===== config.mk =====
export PLATFORM = sky130hd
export DESIGN_NAME = counter_sequencer
export DESIGN_NICKNAME = d
export VERILOG_FILES = /design/src/rtl/counter_sequencer.sv
export SDC_FILE = /design/constraint.sdc
export NUM_CORES = 1
export LEC_CHECK = 0
export BUFFER_PORTS_ARGS = -buffer_cell sky130_fd_sc_hd__buf_2
export CAP_MARGIN = 20
export CELL_PAD_IN_SITES_DETAIL_PLACEMENT = 0
export CELL_PAD_IN_SITES_GLOBAL_PLACEMENT = 1
export CORE_ASPECT_RATIO = 0.6
export CORE_MARGIN = 1.5
export CORE_UTILIZATION = 36
export CTS_CLUSTER_SIZE = 30
export DETAILED_ROUTE_END_ITERATION = 16
export PLACE_DENSITY = 0.76
export SYNTH_ARGS = -nofsm -noshare
export SYNTH_HDL_FRONTEND = slang
export SYNTH_SLANG_ARGS = --single-unit

===== constraint.sdc =====
create_clock -name clk -period 1.7 [get_ports clk]
set_input_delay 0.255 -clock clk [delete_from_list [all_inputs] [get_ports clk]]
set_output_delay 0.255 -clock clk [all_outputs]
set_load 0.05 [all_outputs]

===== src/rtl/counter_sequencer.sv =====
// Pass sequencer with an embedded WIDTH-bit counter: up/down, modulo wrap, repeat, bounce, pause, abort.
// Latency: start accepted at edge N -> LOAD, Q = start_val after N+1, first step at N+2; done is a 1-cycle pulse.
// Backpressure: pause freezes Q/pass_cnt via HOLD; abort returns to IDLE with no done; start is ignored outside IDLE.
// Optional feature macro: COUNTER_SEQ_CYCLES_EN adds run_cycles[7:0] (saturating count of unpaused RUN cycles).
module counter_sequencer #(
  parameter int WIDTH  = 3,
  parameter int REPS_W = 3
) (
  input  logic              clk,
  input  logic              reset,
  input  logic              start,
  input  logic [WIDTH-1:0]  start_val,
  input  logic [WIDTH-1:0]  end_val,
  input  logic              dir,
  input  logic              bounce,
  input  logic [REPS_W-1:0] reps,
  input  logic              pause,
  input  logic              abort,
  output logic [WIDTH-1:0]  Q,
  output logic              busy,
  output logic              done,
  output logic              tc,
  output logic [REPS_W-1:0] pass_cnt
`ifdef COUNTER_SEQ_CYCLES_EN
  ,
  output logic [7:0]        run_cycles
`endif
);

  typedef enum logic [2:0] {
    S_IDLE = 3'd0,
    S_LOAD = 3'd1,
    S_RUN  = 3'd2,
    S_HOLD = 3'd3,
    S_DONE = 3'd4
  } state_t;

  state_t              state_q;
  logic [WIDTH-1:0]    q_q;
  logic [WIDTH-1:0]    target_q;
  logic                cur_dir_q;
  logic [REPS_W-1:0]   pass_cnt_q;
  logic                busy_q;
  logic                done_q;

  // Configuration captured on an accepted start.
  logic [WIDTH-1:0]    start_val_q;
  logic [WIDTH-1:0]    end_val_q;
  logic                dir_q;
  logic                bounce_q;
  logic [REPS_W-1:0]   reps_q;

  logic [WIDTH-1:0]    q_step_d;
  logic                at_target;

  // Next counter value for a normal step; arithmetic wraps naturally at WIDTH bits.
  always_comb begin
    q_step_d  = cur_dir_q ? (q_q - WIDTH'(1)) : (q_q + WIDTH'(1));
    at_target = (q_q == target_q);
    tc        = (state_q == S_RUN) && at_target && !pause && !abort;
  end

  // Sequencer FSM; counter, pass count and busy/done are all registered here.
  always_ff @(posedge clk) begin
    if (reset) begin
      state_q     <= S_IDLE;
      q_q         <= '0;
      target_q    <= '0;
      cur_dir_q   <= 1'b0;
      pass_cnt_q  <= '0;
      busy_q      <= 1'b0;
      done_q      <= 1'b0;
      start_val_q <= '0;
      end_val_q   <= '0;
      dir_q       <= 1'b0;
      bounce_q    <= 1'b0;
      reps_q      <= '0;
    end else begin
      case (state_q)
        S_IDLE: begin
          if (start) begin
            start_val_q <= start_val;
            end_val_q   <= end_val;
            dir_q       <= dir;
            bounce_q    <= bounce;
            reps_q      <= reps;
            pass_cnt_q  <= '0;
            busy_q      <= 1'b1;
            state_q     <= S_LOAD;
          end
        end
        S_LOAD: begin
          if (abort) begin
            busy_q  <= 1'b0;
            state_q <= S_IDLE;
          end else begin
            q_q       <= start_val_q;
            target_q  <= end_val_q;
            cur_dir_q <= dir_q;
            state_q   <= S_RUN;
          end
        end
        S_RUN: begin
          if (abort) begin
            busy_q  <= 1'b0;
            state_q <= S_IDLE;
          end else if (pause) begin
            state_q <= S_HOLD;
          end else if (at_target) begin
            if (pass_cnt_q == reps_q) begin
              busy_q  <= 1'b0;
              done_q  <= 1'b1;
              state_q <= S_DONE;
            end else begin
              pass_cnt_q <= pass_cnt_q + REPS_W'(1);
              if (bounce_q) begin
                // Q dwells one cycle at the turnaround, then heads back.
                target_q  <= (target_q == end_val_q) ? start_val_q : end_val_q;
                cur_dir_q <= ~cur_dir_q;
              end else begin
                q_q <= start_val_q;
              end
            end
          end else begin
            q_q <= q_step_d;
          end
        end
        S_HOLD: begin
          if (abort) begin
            busy_q  <= 1'b0;
            state_q <= S_IDLE;
          end else if (!pause) begin
            state_q <= S_RUN;
          end
        end
        S_DONE: begin
          done_q  <= 1'b0;
          state_q <= S_IDLE;
        end
        default: begin
          busy_q  <= 1'b0;
          done_q  <= 1'b0;
          state_q <= S_IDLE;
        end
      endcase
    end
  end

  assign Q        = q_q;
  assign busy     = busy_q;
  assign done     = done_q;
  assign pass_cnt = pass_cnt_q;

`ifdef COUNTER_SEQ_CYCLES_EN
  logic [7:0] run_cycles_q;

  // Counts RUN cycles that actually advance the sequence; paused cycles are excluded.
  always_ff @(posedge clk) begin
    if (reset) begin
      run_cycles_q <= '0;
    end else if ((state_q == S_IDLE) && start) begin
      run_cycles_q <= '0;
    end else if ((state_q == S_RUN) && !pause && (run_cycles_q != 8'hFF)) begin
      run_cycles_q <= run_cycles_q + 8'd1;
    end
  end

  assign run_cycles = run_cycles_q;
`endif

endmodule


After elaboration in Yosys (flattened, before gate mapping):

Index checks and enable logic that the tools add are counted.

* divide/modulo/power cells: 0
* bitwise logic cells: 3
* reductions and logical operators: 17
* order comparisons: 0
* shift operators: 0
* equality and inequality tests: 24
* add/subtract/negate cells: 3
* muxes and demuxes: 50
* $mul: 0

Operator list (number)
* $mux W3: 26
* $pmux W3 S2: 3
* $reduce_and A6 Y1: 3
* $mux W1: 16
* $ne A3 B3 Y1 const B: 5
* $ne A2 B2 Y1 const B: 7
* $pmux W3 S4: 1
* $eq A3 B3 Y1: 3
* $reduce_and A7 Y1: 1
* $add A3 B1 Y3 const B: 2
* $eq A3 B2 Y1 const B: 2
* $reduce_and A5 Y1: 1
* $ne A2 B1 Y1 const B: 2
* $ne A4 B3 Y1 const B: 1
* $ne A4 B4 Y1 const B: 1
* $pmux W1 S2: 2
* $pmux W1 S4: 1
* $reduce_and A4 Y1: 1
* $reduce_bool A2 Y1: 2
* $eq A3 B1 Y1 const B: 1
* $eq A3 B3 Y1 const B: 1
* $logic_and A1 B1 Y1: 3
* $logic_not A3 Y1: 1
* $ne A3 B2 Y1 const B: 1
* 7 further kinds: 10

* logic and storage cells: 109
* flip-flop bits (word level): 26
* output and inout port bits: 9
* RAM bits: 0
* bits in read-only memories: 0
* memories kept: 0
* bits in latches: 0

Depth between registers and ports, before layout:

* depth after elaboration: 8
* mapped depth: 7
* gate-level depth less buffers: 6

Worst setup path after synthesis:

No wires, ideal clock.

* path type: flip-flop to output port
* from: reg q_q[2] (netlist: Q[2])
* to: out tc
* data required time: 1.445 ns
* arrival: 1.839 ns
* path slack: -0.394 ns
* stages on the path, launching flop included: 4
* cell sequence: dfxtp_1 > xnor2_1 > nand3_1 > nor2_1

* longest elaborated chain between the ends: 4

Ends and longest elaborated chain
* from (decl): line 39 `logic [WIDTH-1:0] q_q;`
* from (signal assigned): line 97 `q_q <= start_val_q;`
* from (signal assigned): line 121 `q_q <= start_val_q;`
* from (signal assigned): line 125 `q_q <= q_step_d;`
* $eq A3 B3 Y1: line 59 `at_target = (q_q == target_q);`
* $logic_and A1 B1 Y1 (3 in a row): line 60 `tc = (state_q == S_RUN) && at_target && !pause && !abort;`
* to (decl): line 22 `output logic tc,`

Every way passes these cells.

Final worst setup path:

* from: reg target_q[0]
* to: out tc

* longest elaborated chain between the ends: 4

Ends and longest elaborated chain
* from (decl): line 40 `logic [WIDTH-1:0] target_q;`
* from (signal assigned): line 98 `target_q <= end_val_q;`
* from (signal assigned): line 118 `target_q <= (target_q == end_val_q) ? start_val_q : end_val_q;`
* $eq A3 B3 Y1: line 59
* $logic_and A1 B1 Y1 (3 in a row): line 60

Every way passes these cells.

==> impl_metrics.toml <==
[outcome]
outcome = "finished, final reports clean"

[logic_synthesis]
synth.yosys.warnings = 0
ys_ff_latch = 26
syn-num-nets = 190
synth-edff-count = 0
synth_top_flop_cell = "dfxtp_1"
fraction_of_registers_with_async_set_or_reset_after_synthesis_pct = 0
ys_types = 43
synth_sequential_area_ratio_pct = 37.2
syn_area_um2 = 1400
avgSynthCellArea_um2 = 8.13
synthesis.instances = 172

[route]
post_drt_wl_per_cell_um = 14.3
dr_wl_met2_um = 1630
wl_um = 3620
drt.antenna.violating_nets = 0
met1_length_um = 1780
topRoutingLayerUsed = "met4"
drc = 0
route.met3.wl_um = 198
via_count = 1359
drt_pass1_iterations = 4
viasPerCell = 5.37
initialDrtViolationCount = 123

[place]
place_congestion = 0.856
dp_hpwl_um = 2650
buffer_ports.inserted = 24
placedInstanceArea_um2 = 1620
dpl_worst_slack_ns = -0.0146

[die]
floorplan.die_area_um2 = 4280
coreArea_um2 = 3700
boundaryPins = 25
placement_rows = 17
chipHeight_um = 51.3
initial_core_util_pct = 37.8
floorplan.die.width_um = 83.5

[worst_setup_path]
worstPathRequired_ns = 1.44
critical_path_source_type = "register"
r2r-start = "state_q[1]$_SDFFE_PP0P_"
setup.worst_path.start = "target_q[0]$_SDFFE_PP0P_"
critPathMaxFanout = 4
crit_path_end_kind = "primary output"
cp_data_arrival_time_ns = 1.40
critPathKind = "reg2out"

[pwr]
comb_power_share_pct = 39.9
design_power_total_mw = 2.10
p_sw_mw = 0.772
power.static_leakage_nw = 0.703
power.switching_fraction_pct = 36.8
intPower_mw = 1.32
seqPwrFrac_pct = 38.2
pwr_density_cell_nw_per_um2 = 1120
p_clk_share_pct = 21.9
power.ir.vdd_worst_uv = 495

[timing]
final_layout_setup_total_negative_slack_ns = 0
setup-violations-final = 0
rsz0062_at_grt = "yes"
maxSlewHeadroom_pct = 65.4
finalHoldViolCount = 0
maxSlewViolCount = 0
finClkSkew_ns = 0.00511
fin_crit_ns = 1.65
final.setup.worst_slack_ns = 0.0460
worstMarginPinSlew_ns = 0.520
max_clock_freq_mhz = 605
post-route-period-util_pct = 97.3

[clock_network]
h-tree-depth = 1
cts.path.max_buffers = 2
cts_root_buffer = "clkbuf_8"
clock_sinks = 26
clkSlewWorstSetupHoldPaths_ns = 0.09
worst_skew_pair.late_latency_ns = 0.27
clock_tree_from_tritoncts = "done"
tritoncts.num_buffers = 3
holdBufCountCts = 0

[layout]
antenna-diode-count = 0
design.final.nets = 225
post_route_cells_drive_above_1_share_pct = 37.4
area.growth.synth_to_final_pct = 33.8
layout.cell_area.non_filler_um2 = 1870
num-fill-cells = 337
post-route-util_pct = 50.6

[global_route]
globalRouteTotalUtil_pct = 18.2
vias_in_the_first_global_route = 1228
number_of_antenna_violations_at_the_first_check_in_global_routing = 0
grt_start_max_net_pins = 30
grt_first_pass_wirelength_um = 6070
overflow = 0

[worst_hold_path]
min-delay-path-class = "in2reg"
worst_hold_startpoint = "bounce"

[job]
drv.max_cap_violation_count = 0
-- flip-flops by register name, indices dropped and copies added, names as in the netlist, 3 cells and up --
name and flops:
end_val_q 3, target_q 3, reps_q 3, state_q 3
start_val_q 3, Q 3, pass_cnt 3
-- critical path: stages (launching register included) --
cell     delay, ns
dfxtp_2       0.37
xnor2_4       0.20
nand3_2       0.12
buf_4         0.16
nor2_2        0.11
buf_6         0.16
-- cells by family (layout without fill, tap and decap cells) --
kind of cell	Yosys count	in the layout	synth area share, %
AND/OR/NAND/NOR	73	73	26.3
AO/OA/AOI/OAI	44	44	20.4
flip-flops	26	26	37.2
buffers and inverters	13	47	4.74
XOR/XNOR	11	11	6.89
multiplexers	3	3	2.15
adder cells (fa/ha/maj)	2	2	2.33
-- cell usage in the layout (no fill, tap or decap), types with 2 or more instances in the layout --
master	n
buf_4	15
a211oi_1	3
a31oi_1	2
nand2_1	28
inv_2	2
nor3b_2	2
inv_1	2
mux2i_1	3
dfxtp_4	4
a211o_1	2
nor3_1	6
dfxtp_1	15
clkbuf_8	3
buf_2	23
or2_2	2
xnor2_1	6
nor2b_1	3
o21a_1	2
a21oi_1	15
nand4_1	4
nor4_1	2
xnor2_4	3
nor2_1	11
nand3_2	2
o21ai_0	8
nand3b_1	2
a31oi_2	2
dfxtp_2	7
-- area by class of cell --
type | count | area (um2) | area share (%)
clock buffer | 4 | 66.3 | 3.54
inverter | 4 | 15.0 | 0.802
multi-input combinational | 133 | 948 | 50.7
sequential | 26 | 544 | 29.1
tap | 47 | 58.8 | 3.14
timing repair buffer | 39 | 239 | 12.8
-- synthesized netlist by cell type, types with 2 or more instances --
| master | n | area, um2 |
|---|---|---|
| a211o_1 | 2 | 17.5 |
| a211oi_1 | 3 | 22.5 |
| a21oi_1 | 16 | 80.1 |
| a31oi_1 | 4 | 25.0 |
| buf_2 | 2 | 10.0 |
| buf_6 | 2 | 22.5 |
| clkbuf_1 | 5 | 18.8 |
| dfxtp_1 | 26 | 521 |
| inv_1 | 4 | 15.0 |
| mux2i_1 | 3 | 30.0 |
| nand2_1 | 28 | 105 |
| nand3_1 | 3 | 15.0 |
| nand3b_1 | 2 | 15.0 |
| nand4_1 | 4 | 25.0 |
| nor2_1 | 12 | 45.0 |
| nor2b_1 | 3 | 18.8 |
| nor3_1 | 6 | 30.0 |
| nor3b_1 | 2 | 15.0 |
| nor4_1 | 2 | 12.5 |
| o21a_1 | 2 | 15.0 |
| o21ai_0 | 9 | 45.0 |
| or2_2 | 2 | 12.5 |
| xnor2_1 | 10 | 87.6 |
-- through the flow --
step                cells  hold slack [ns]
finish                253            0.207
detailed placement    245            0.446
global placement      245            0.451
floorplan             172            0.391
CTS                   249            0.208
global route          253            0.204
-- power by group through the flow --
stage               Clock (mW)  Sequential [mW]  Combinational (mW)
global placement             0            0.770               0.698
finish                   0.460            0.801               0.836
detailed placement           0            0.774               0.710
global route             0.499            0.809               0.930
CTS                      0.467            0.783               0.760
floorplan                    0            0.798               0.474
-- layer usage --
layer / vias up / global-route usage [%]
met2: 34 / 30.4
met4: 0 / 3.28
met5: - / 0
met1: 637 / 24.5
met3: 2 / 4.52
li1: 686 / -
-- worst paths after layout --
path / slack (ns) / to / cells after the start
worst max-delay path: 0.05 / tc / 5
worst min-delay path: 0.21 / bounce_q$_SDFFE_PP0P_ / 3
worst max register to register: 0.06 / pass_cnt[1]$_SDFFE_PP0P_ / 5
worst min register to register: 0.46 / dir_q$_SDFFE_PP0P_ / 2
-- what timing repair did --
item,CTS,global route
pin swaps,2,6
endpoints found under the setup margin,6,11
gates cloned,0,0
setup buffers,0,4
resized for setup,14,19
No activity file was read; power rests on OpenSTA's default activity.
